[src/rtl/fetch_stage_if.sv]
// Fetch-side bundle: imem request/response channel plus the if_id outputs consumed by decode.
// master = fetch stage; slave = memory/decode side.
interface fetch_stage_if;
  logic        imem_req_valid;
  logic        imem_req_ready;
  logic [31:0] imem_req_addr;
  logic        imem_rsp_valid;
  logic [31:0] imem_rsp_data;
  logic        data_hazard;
  logic        pipe_flush;
  logic [31:0] jump_target;
  logic [31:0] if_id__pc;
  logic [31:0] if_id__ins;

  modport master (
    output imem_req_valid, imem_req_addr, if_id__pc, if_id__ins,
    input  imem_req_ready, imem_rsp_valid, imem_rsp_data, data_hazard, pipe_flush, jump_target
  );

  modport slave (
    input  imem_req_valid, imem_req_addr, if_id__pc, if_id__ins,
    output imem_req_ready, imem_rsp_valid, imem_rsp_data, data_hazard, pipe_flush, jump_target
  );
endinterface

[src/rtl/fetch_stage.sv]
// Instruction fetch: PC, imem requests, response FIFO, if_id register; FETCH_PERF_EN adds perf counters.
// Latency accept->rsp->FIFO->if_id (no bypass); requests stall when outstanding+buffered reaches FIFO_DEPTH.
module fetch_stage #(
  parameter logic [31:0] RESET_PC   = 32'h0000_0000,
  parameter int          FIFO_DEPTH = 2
) (
  input  logic          clk,
  input  logic          rst,
  fetch_stage_if.master fs
`ifdef FETCH_PERF_EN
  ,
  output logic [31:0]   perf_hazard_cycles,
  output logic [31:0]   perf_discards
`endif
);
  localparam int          CW        = $clog2(FIFO_DEPTH + 1);
  localparam logic [31:0] BUBBLE_PC = 32'hffff_ffff;
  localparam logic [31:0] NOP_INS   = 32'h0000_0013;

  typedef struct packed {
    logic [31:0] pc;
    logic [31:0] ins;
  } fetch_ent_t;

  logic [31:0]   pc;
  logic [CW-1:0] outstanding;
  logic [CW-1:0] outstanding_nxt;
  logic [CW-1:0] discard;
  logic [CW-1:0] fifo_count;
  logic [CW-1:0] tag_count;
  logic [CW:0]   in_use;
  logic [31:0]   tag_head;
  fetch_ent_t    push_ent;
  fetch_ent_t    head;
  logic          req_fire;
  logic          rsp_keep;
  logic          pop;
  logic [31:0]   if_id_pc_q;
  logic [31:0]   if_id_ins_q;

  assign in_use             = {1'b0, outstanding} + {1'b0, fifo_count};
  assign fs.imem_req_valid  = !rst && !fs.pipe_flush && (in_use < (CW + 1)'(FIFO_DEPTH));
  assign fs.imem_req_addr   = pc;
  assign req_fire           = fs.imem_req_valid && fs.imem_req_ready;
  assign outstanding_nxt    = outstanding + CW'(req_fire) - CW'(fs.imem_rsp_valid);

  // Responses owed to a pre-flush stream are dropped without touching the tag FIFO,
  // which the flush already emptied; only live requests have tags queued.
  assign rsp_keep = fs.imem_rsp_valid && !fs.pipe_flush && (discard == '0) && (tag_count != '0);
  assign pop      = !fs.pipe_flush && !fs.data_hazard && (fifo_count != '0);
  assign push_ent = '{pc: tag_head, ins: fs.imem_rsp_data};

  assign fs.if_id__pc  = if_id_pc_q;
  assign fs.if_id__ins = if_id_ins_q;

  fetch_fifo #(.WIDTH(32), .DEPTH(FIFO_DEPTH)) u_tag_fifo (
    .clk      (clk),
    .rst      (rst),
    .clr      (fs.pipe_flush),
    .push     (req_fire),
    .push_dat (pc),
    .pop      (rsp_keep),
    .pop_dat  (tag_head),
    .count    (tag_count)
  );

  fetch_fifo #(.WIDTH($bits(fetch_ent_t)), .DEPTH(FIFO_DEPTH)) u_ins_fifo (
    .clk      (clk),
    .rst      (rst),
    .clr      (fs.pipe_flush),
    .push     (rsp_keep),
    .push_dat (push_ent),
    .pop      (pop),
    .pop_dat  (head),
    .count    (fifo_count)
  );

  always_ff @(posedge clk) begin
    if (rst) begin
      pc          <= RESET_PC;
      outstanding <= '0;
      discard     <= '0;
      if_id_pc_q  <= BUBBLE_PC;
      if_id_ins_q <= NOP_INS;
    end else begin
      outstanding <= outstanding_nxt;
      if (fs.pipe_flush) begin
        pc      <= fs.jump_target;
        discard <= outstanding_nxt;
      end else begin
        if (req_fire)
          pc <= pc + 32'd4;
        if (fs.imem_rsp_valid && (discard != '0))
          discard <= discard - CW'(1);
      end

      if (fs.pipe_flush) begin
        if_id_pc_q  <= BUBBLE_PC;
        if_id_ins_q <= NOP_INS;
      end else if (fs.data_hazard) begin
        if_id_pc_q  <= if_id_pc_q;
        if_id_ins_q <= if_id_ins_q;
      end else if (fifo_count != '0) begin
        if_id_pc_q  <= head.pc;
        if_id_ins_q <= head.ins;
      end else begin
        if_id_pc_q  <= BUBBLE_PC;
        if_id_ins_q <= NOP_INS;
      end
    end
  end

`ifdef FETCH_PERF_EN
  always_ff @(posedge clk) begin
    if (rst) begin
      perf_hazard_cycles <= '0;
      perf_discards      <= '0;
    end else begin
      if (fs.data_hazard && !fs.pipe_flush)
        perf_hazard_cycles <= perf_hazard_cycles + 32'd1;
      if (fs.imem_rsp_valid && (fs.pipe_flush || (discard != '0)))
        perf_discards <= perf_discards + 32'd1;
    end
  end
`endif
endmodule

// Generic synchronous FIFO, show-ahead head; clr empties it. Caller never pushes a full
// FIFO without popping in the same cycle, nor pops an empty one.
module fetch_fifo #(
  parameter int WIDTH = 32,
  parameter int DEPTH = 2
) (
  input  logic                       clk,
  input  logic                       rst,
  input  logic                       clr,
  input  logic                       push,
  input  logic [WIDTH-1:0]           push_dat,
  input  logic                       pop,
  output logic [WIDTH-1:0]           pop_dat,
  output logic [$clog2(DEPTH+1)-1:0] count
);
  localparam int AW = $clog2(DEPTH);
  localparam int CW = $clog2(DEPTH + 1);

  logic [WIDTH-1:0] mem [DEPTH];
  logic [AW-1:0]    wr_ptr;
  logic [AW-1:0]    rd_ptr;

  assign pop_dat = mem[rd_ptr];

  always_ff @(posedge clk) begin
    if (push && !rst && !clr)
      mem[wr_ptr] <= push_dat;
  end

  always_ff @(posedge clk) begin
    if (rst || clr) begin
      wr_ptr <= '0;
      rd_ptr <= '0;
      count  <= '0;
    end else begin
      if (push)
        wr_ptr <= wr_ptr + AW'(1);
      if (pop)
        rd_ptr <= rd_ptr + AW'(1);
      count <= count + CW'(push) - CW'(pop);
    end
  end
endmodule
[src/flat_wrapper.sv]
// flat-port wrapper written by rule: the top's interface ports become plain ports
module fetch_stage_flat 
#(
  parameter logic [31:0] RESET_PC   = 32'h0000_0000,
  parameter int          FIFO_DEPTH = 2
)
  (clk, rst, fs_imem_req_valid, fs_imem_req_addr, fs_if_id__pc, fs_if_id__ins, fs_imem_req_ready, fs_imem_rsp_valid, fs_imem_rsp_data, fs_data_hazard, fs_pipe_flush, fs_jump_target);
  fetch_stage_if fs_i ();
  input  logic clk;
  input  logic rst;
  output wire logic [$bits(fs_i.imem_req_valid)-1:0] fs_imem_req_valid;
  output wire logic [$bits(fs_i.imem_req_addr)-1:0] fs_imem_req_addr;
  output wire logic [$bits(fs_i.if_id__pc)-1:0] fs_if_id__pc;
  output wire logic [$bits(fs_i.if_id__ins)-1:0] fs_if_id__ins;
  input wire logic [$bits(fs_i.imem_req_ready)-1:0] fs_imem_req_ready;
  input wire logic [$bits(fs_i.imem_rsp_valid)-1:0] fs_imem_rsp_valid;
  input wire logic [$bits(fs_i.imem_rsp_data)-1:0] fs_imem_rsp_data;
  input wire logic [$bits(fs_i.data_hazard)-1:0] fs_data_hazard;
  input wire logic [$bits(fs_i.pipe_flush)-1:0] fs_pipe_flush;
  input wire logic [$bits(fs_i.jump_target)-1:0] fs_jump_target;
  assign fs_imem_req_valid = fs_i.imem_req_valid;
  assign fs_imem_req_addr = fs_i.imem_req_addr;
  assign fs_if_id__pc = fs_i.if_id__pc;
  assign fs_if_id__ins = fs_i.if_id__ins;
  assign fs_i.imem_req_ready = fs_imem_req_ready;
  assign fs_i.imem_rsp_valid = fs_imem_rsp_valid;
  assign fs_i.imem_rsp_data = fs_imem_rsp_data;
  assign fs_i.data_hazard = fs_data_hazard;
  assign fs_i.pipe_flush = fs_pipe_flush;
  assign fs_i.jump_target = fs_jump_target;
  fetch_stage #(.RESET_PC(RESET_PC), .FIFO_DEPTH(FIFO_DEPTH)) u_core (.clk(clk), .rst(rst), .fs(fs_i));
endmodule
[config.mk]
export PLATFORM = sky130hd
export DESIGN_NAME = fetch_stage_flat
export DESIGN_NICKNAME = d
export VERILOG_FILES = /design/src/rtl/fetch_stage_if.sv /design/src/rtl/fetch_stage.sv /design/src/flat_wrapper.sv
export SDC_FILE = /design/constraint.sdc
export NUM_CORES = 1
export LEC_CHECK = 0
export CAP_MARGIN = 20
export CORE_MARGIN = 2
export CORE_UTILIZATION = 35
export CTS_BUF_LIST = sky130_fd_sc_hd__clkbuf_8
export DETAILED_ROUTE_END_ITERATION = 8
export GPL_TIMING_DRIVEN = 0
export PLACE_DENSITY = 0.62
export SYNTH_ARGS = -nofsm -noshare
export SYNTH_HDL_FRONTEND = slang
export SYNTH_SLANG_ARGS = --single-unit
[constraint.sdc]
create_clock -name clk -period 8.14 [get_ports clk]
set_input_delay 1.628 -clock clk [delete_from_list [all_inputs] [get_ports clk]]
set_output_delay 1.628 -clock clk [all_outputs]
set_load 0.05 [all_outputs]
==> impl_metrics.yaml <==
synth:
  syn-cell-area_um2: 11600
  syn_area_per_cell_um2: 13.5
  synth_seq_cells: 302
  syn_nets: 942
  synth.top_cell.area_share: 0.495
  yosys_warnings: 0
  synth_cell_types: 56
  syn_inst: 865
  synth_top_area_cell: "edfxtp_1"
  seq_area_frac_synth: 0.685
  synth_edf_count: 192
  synth_area_leaders: "edfxtp_1 50%, dfxtp_1 19%, mux2_2 6.5%"
  yosys_most_used_dff: "edfxtp_1"
  synth-async-reset-ratio: 0
clocking:
  cts_made_buffers: 49
  cts_tree: "done"
  cts_root_buffer: "clkbuf_8"
  holdBufCountCts: 0
  cts-resized-gates: 0
  clock_latency_ns: 0.57
  clkTransAtPathRegs_ns: 0.06
  clk_path_buf_depth: 3
  cts.htree.levels: 2
  post_cts_buffers: 0
  cts.sinks: 302
pwr:
  switching_power_uw: 746
  p_per_area_nw_per_um2: 210
  p_int_uw: 2410
  pwr-share-seq: 0.533
  p_comb_frac: 0.068
  p_leak_uw: 0.00502
  vdd_drop_max_mv: 0.0909
  swShare: 0.236
  total_power_uw: 3160
  pwr-share-clk: 0.400
sta:
  hold_slack_ns: 0.477
  final.period_utilization: 0.766
  finalSetupViolCount: 0
  fmax_ghz: 0.160
  max_slew_margin: 0.397
  fin_crit_ns: 6.23
  hold_violations: 0
  tightest_slew_ns: 0.896
  slew_viol_final: 0
  finalSetupTns_ns: 0
  fin_ws_ns: 1.91
  fin_skew_ns: 0.0209
  grt_setup_unrepaired: "false"
critical_path:
  required_ns: 6.51
  worstPathArrival_ns: 4.61
  crit_type: "input pin to primary output"
  end_kind: "primary output"
  start_kind: "input pin"
  cp_max_fo: 10
run_status:
  status: "completed"
worst_hold_path:
  hold_class: "register to register"
placement:
  globalplace.congestion: 0.849
  place_area_um2: 14000
  portBuffers: 166
  dp_hpwl_mm: 20.2
  place_ws_ns: 1.88
global_routing:
  overflow: 0
  antenna_found_initial: 1
  grt_pass1_vias: 7700
  grt_pass1_wl_mm: 45.1
  grt_max_degree: 33
  grt_use_total: 0.167
die:
  fp.coreArea_um2: 32600
  io_pins: 167
  fp-row-count: 66
  die_area_um2: 34700
  fp.dieW_um: 186
  die_h_um: 186
  start_util: 0.357
finish:
  multi_input_area_um2: 3390
  area_delta_synth_final_pct: 28.9
  drive_above_1_share: 0.148
  finalInstanceArea_um2: 15000
  fill_cells: 2997
  final_nets: 1175
  seq_area_um2: 7970
detailed_routing:
  drt_first_iter_violations: 494
  drt-total-wl_mm: 29.4
  drc_errors: 0
  via_per_inst: 4.98
  ant_nets: 0
  wl_per_cell_um: 18.6
  firstDrtPassIters: 6
  num_vias: 7873
job:
  drv_cap: 0
worst max-delay path: stages:
cell and delay (ns):
clkdlybuf4s50_1 0.58, or2_2 0.37, clkbuf_1 0.28, clkbuf_1 0.37, nor3_1 0.46, clkdlybuf4s50_1 0.90
power by group through the flow:
stage	Clock [µW]	Sequential, µW	Combinational [µW]
4_1_cts	1300	1680	214
6_report	1260	1680	213
3_5_place_dp	0	1720	213
3_3_place_gp	0	1710	209
2_1_floorplan	0	1740	78.2
5_1_grt	1370	1690	227
layer usage:
metal,GRT usage,vias to the layer above,part of all wire
met5,0,-,0
met4,0.0551,0,0.023
met3,0.0333,51,0.066
met2,0.272,300,0.47
met1,0.223,3800,0.44
li1,-,3722,-
per-stage QoR:
stage / util / cells
2_1_floorplan: - / 865
5_1_grt: 0.460 / 1582
3_3_place_gp: 0.425 / 1473
3_5_place_dp: 0.431 / 1489
6_report: 0.460 / 1582
4_1_cts: 0.460 / 1581
cell usage after synthesis, types with 12 or more instances:
library cell and n:
a21oi_1 36, o22ai_1 38, mux2_2 67, mux2i_1 34, edfxtp_1 192, nor2_1 94, clkbuf_1 39, xnor2_1 12
dfxtp_1 110, nand2_1 57, nand3_1 13
area by class of cell:
| class | count | area share |
|---|---|---|
| antenna | 1 | 0.000167 |
| tap | 442 | 0.0369 |
| inverter | 14 | 0.00350 |
| clock inverter | 38 | 0.0143 |
| clock buffer | 54 | 0.0495 |
| buffer | 53 | 0.0165 |
| multi-input combinational | 496 | 0.226 |
| sequential | 302 | 0.531 |
| timing repair buffer | 182 | 0.122 |
worst paths after layout:
| path | from | slack, ns | depth (start not counted) | endpoint |
|---|---|---|---|---|
| worst max-delay path | fs_pipe_flush | 1.91 | 6 | fs_imem_req_valid |
| worst min-delay path | u_core.fs.if_id__pc[26]$_SDFFE_PP1N_ | 0.48 | 2 | u_core.fs.if_id__pc[26]$_SDFFE_PP1N_ |
| worst max register to register | u_core.u_ins_fifo.count[0]$_SDFF_PP0_ | 4.91 | 5 | u_core.u_tag_fifo.mem[1][5]$_DFFE_PP_ |
| worst min register to register | u_core.fs.if_id__pc[26]$_SDFFE_PP1N_ | 0.48 | 2 | u_core.fs.if_id__pc[26]$_SDFFE_PP1N_ |
cells in the final DEF, fill, tap and decap left out, drive strengths merged, types with 3 or more instances in the layout:
master,instances
a211oi,9
a21oi,36
a311oi,7
a31oi,5
and2,8
and3,8
and4,3
buf,30
clkbuf,93
clkdlybuf4s50,166
clkinv,14
dfxtp,110
edfxtp,192
ha,6
inv,35
mux2,67
mux2i,34
nand2,57
nand3,13
nand4,13
nor2,94
nor3,8
nor4,6
o211ai,5
o21ai,7
o22ai,38
o31ai,5
or3,9
or4,13
xnor2,12
xor2,7
registers in the layout, summed over array words and instances, names as in the netlist, named ones only:
name                      flops
u_core.u_ins_fifo.mem       128
u_core.u_ins_fifo.count       2
u_core.u_ins_fifo.wr_ptr      1
u_core.u_tag_fifo.wr_ptr      1
u_core.fs.if_id__ins         32
u_core.outstanding            2
u_core.u_tag_fifo.count       2
u_core.u_tag_fifo.mem        64
u_core.fs.if_id__pc          32
u_core.u_ins_fifo.rd_ptr      1
u_core.discard                2
u_core.u_tag_fifo.rd_ptr      1
u_core.fs.imem_req_addr      32
cell families (layout without fill, tap and decap cells):
group / count (synthesis) / after routing / synth area share
buffers and inverters: 67 / 341 / 0.0258
XOR/XNOR: 19 / 19 / 0.0143
other: 0 / 1 / 0
AND/OR/NAND/NOR: 239 / 239 / 0.0990
adder cells (fa/ha/maj): 7 / 7 / 0.00817
AO/OA/AOI/OAI: 130 / 130 / 0.0740
multiplexers: 101 / 101 / 0.0941
flip-flops: 302 / 302 / 0.685
No activity file was read; power rests on OpenSTA's default activity.
==> RTL change: new RTL, same flow settings <==
`FIFO_DEPTH` is set to 2 in 2 places; all go to 4.
--- a/src/rtl/fetch_stage.sv
+++ b/src/rtl/fetch_stage.sv
@@ -2,7 +2,7 @@
 // Latency accept->rsp->FIFO->if_id (no bypass); requests stall when outstanding+buffered reaches FIFO_DEPTH.
 module fetch_stage #(
   parameter logic [31:0] RESET_PC   = 32'h0000_0000,
-  parameter int          FIFO_DEPTH = 2
+  parameter int          FIFO_DEPTH = 4
 ) (
   input  logic          clk,
   input  logic          rst,
--- a/src/flat_wrapper.sv
+++ b/src/flat_wrapper.sv
@@ -2,7 +2,7 @@
 module fetch_stage_flat 
 #(
   parameter logic [31:0] RESET_PC   = 32'h0000_0000,
-  parameter int          FIFO_DEPTH = 2
+  parameter int          FIFO_DEPTH = 4
 )
   (clk, rst, fs_imem_req_valid, fs_imem_req_addr, fs_if_id__pc, fs_if_id__ins, fs_imem_req_ready, fs_imem_rsp_valid, fs_imem_rsp_data, fs_data_hazard, fs_pipe_flush, fs_jump_target);
   fetch_stage_if fs_i ();
Behaviour: not the same (Yosys sat finds a counterexample within 4 cycles, from zero or initial values and one cycle with rst high).
==> RTL change against the unedited design <==
  * Die area up 62%
  * Final area up 55%
  * Sequential cell count up 202
  * Power up 67%
  * Area after synthesis up 63%
  * Routed wire length up 46%
  * Setup slack better by 1.1 ns
  * Critical path depth down 1
  * Critical path type unchanged
  * Largest cell class unchanged
  * Largest power group unchanged
  * Highest routed layer unchanged
==> RTL change: results <==
[power]
combPwrFrac = 0.049
switching_share = 0.230
power.leakage_nw = 7.56
p_switching_mw = 1.21
clkPwrFrac = 0.411
max-vdd-ir-drop_uv = 102

[clock_network]
clock_latency_ns = 0.66
cts_buffers = 83
h-tree-depth = 3

[worst_setup_path]
crit_arrival_ns = 3.51
startpoint = "rst"
path_max_fanout = 8
r2r-start = "u_core.u_ins_fifo.count[2]"

[placed_design]
routabilityCongestion = 0.864
placed_cell_area_sq_mm = 0.0216
io_buffers = 164
dp.cells = 1947
place_worst_setup_slack_ns = 3.06

[cells_and_area]
buf_share = 0.0875
n_fill_cell = 4751
fin_cells = 2104
comb.multi_input.count = 495
nClkBuffers = 93
reg.largest.list = "u_core.u_ins_fifo.mem x256, u_core.u_tag_fifo.mem x128"
regArea_sq_mm = 0.0139
nNonClkBuffers = 229
numSequentialCells = 504
drive_gt1_frac = 0.188
nNonClkInverters = 24
clock_area_frac = 0.0708
area_growth_pct = 22.7
multi_input_area_sq_mm = 0.00472

[grt]
grt_pass1_vias = 11000
antenna_found_initial = 0
track_usage = 0.154
grt_pass1_wl_um = 65100
grt_max_degree = 41

[run_status]
status = "finished clean"

[logic_synthesis]
synth_enable_flop_cells = 384
synth.area.top_cells = "edfxtp_1 61%, dfxtp_1 13%, mux4_2 11%"
syn_inst = 1083
synth_commonest_cells = "384 x edfxtp_1, 120 x dfxtp_1, 96 x mux4_2, 79 x nand2_1, 60 x nor2_1"
yosysSeqAreaShare = 0.733
synth_nets = 1175

[timing]
slew_headroom = 0.361
fin_skew_ns = 0.0403

[route]
wl_um = 42900
drt-initial-drc-count = 737
viasPerCell = 5.08

[min_path]
hp-start = "u_core.fs.if_id__pc[20]"
[RTL change: cell types whose count changed after synthesis, moves of 10 or more]
cell	unedited run	this run
nand2_1	57	79
and3_1	8	18
nor2_1	94	60
mux2i_1	34	4
dfxtp_1	110	120
inv_1	11	22
ha_1	6	19
mux4_2	0	96
edfxtp_1	192	384
mux2_2	67	9
a22oi_1	0	31
a21oi_1	36	19
[RTL change: worst paths after layout]
path | to | slack, ns | cells after the start
worst max-delay path | fs_imem_req_valid | 3.00 | 5
worst min-delay path | u_core.fs.if_id__pc[20] | 0.48 | 2
worst max register to register | u_core.u_tag_fifo.count[2] | 4.96 | 11
worst min register to register | u_core.fs.if_id__pc[20] | 0.48 | 2
[RTL change: worst max-delay path, cell delays in order]
cell	delay (ns)
buf_4	0.15
or2_2	0.28
clkbuf_1	0.27
nor3_1	0.31
clkdlybuf4s50_1	0.87
[RTL change: kinds of logic (layout without fill, tap and decap cells)]
| logic type | after synthesis | count (layout) | share of synthesized area |
|---|---|---|---|
| DFF | 504 | 504 | 0.733 |
| and+or+nand+nor | 223 | 223 | 0.0582 |
| AOI/OAI and AO/OA | 126 | 126 | 0.0451 |
| muxes | 109 | 109 | 0.121 |
| buffers and inverters | 84 | 408 | 0.0194 |
| adders and majority gates | 22 | 22 | 0.0157 |
| xor gates and xnor gates | 15 | 15 | 0.00692 |
| other | 0 | 1 | 0 |
[RTL change: routing by layer]
layer / vias to the layer above / part of all wire / global-route usage
li1: 4817 / - / -
met1: 5439 / 0.43 / 0.202
met2: 374 / 0.48 / 0.250
met3: 68 / 0.065 / 0.0349
met4: 0 / 0.020 / 0.0572
met5: - / 0 / 0
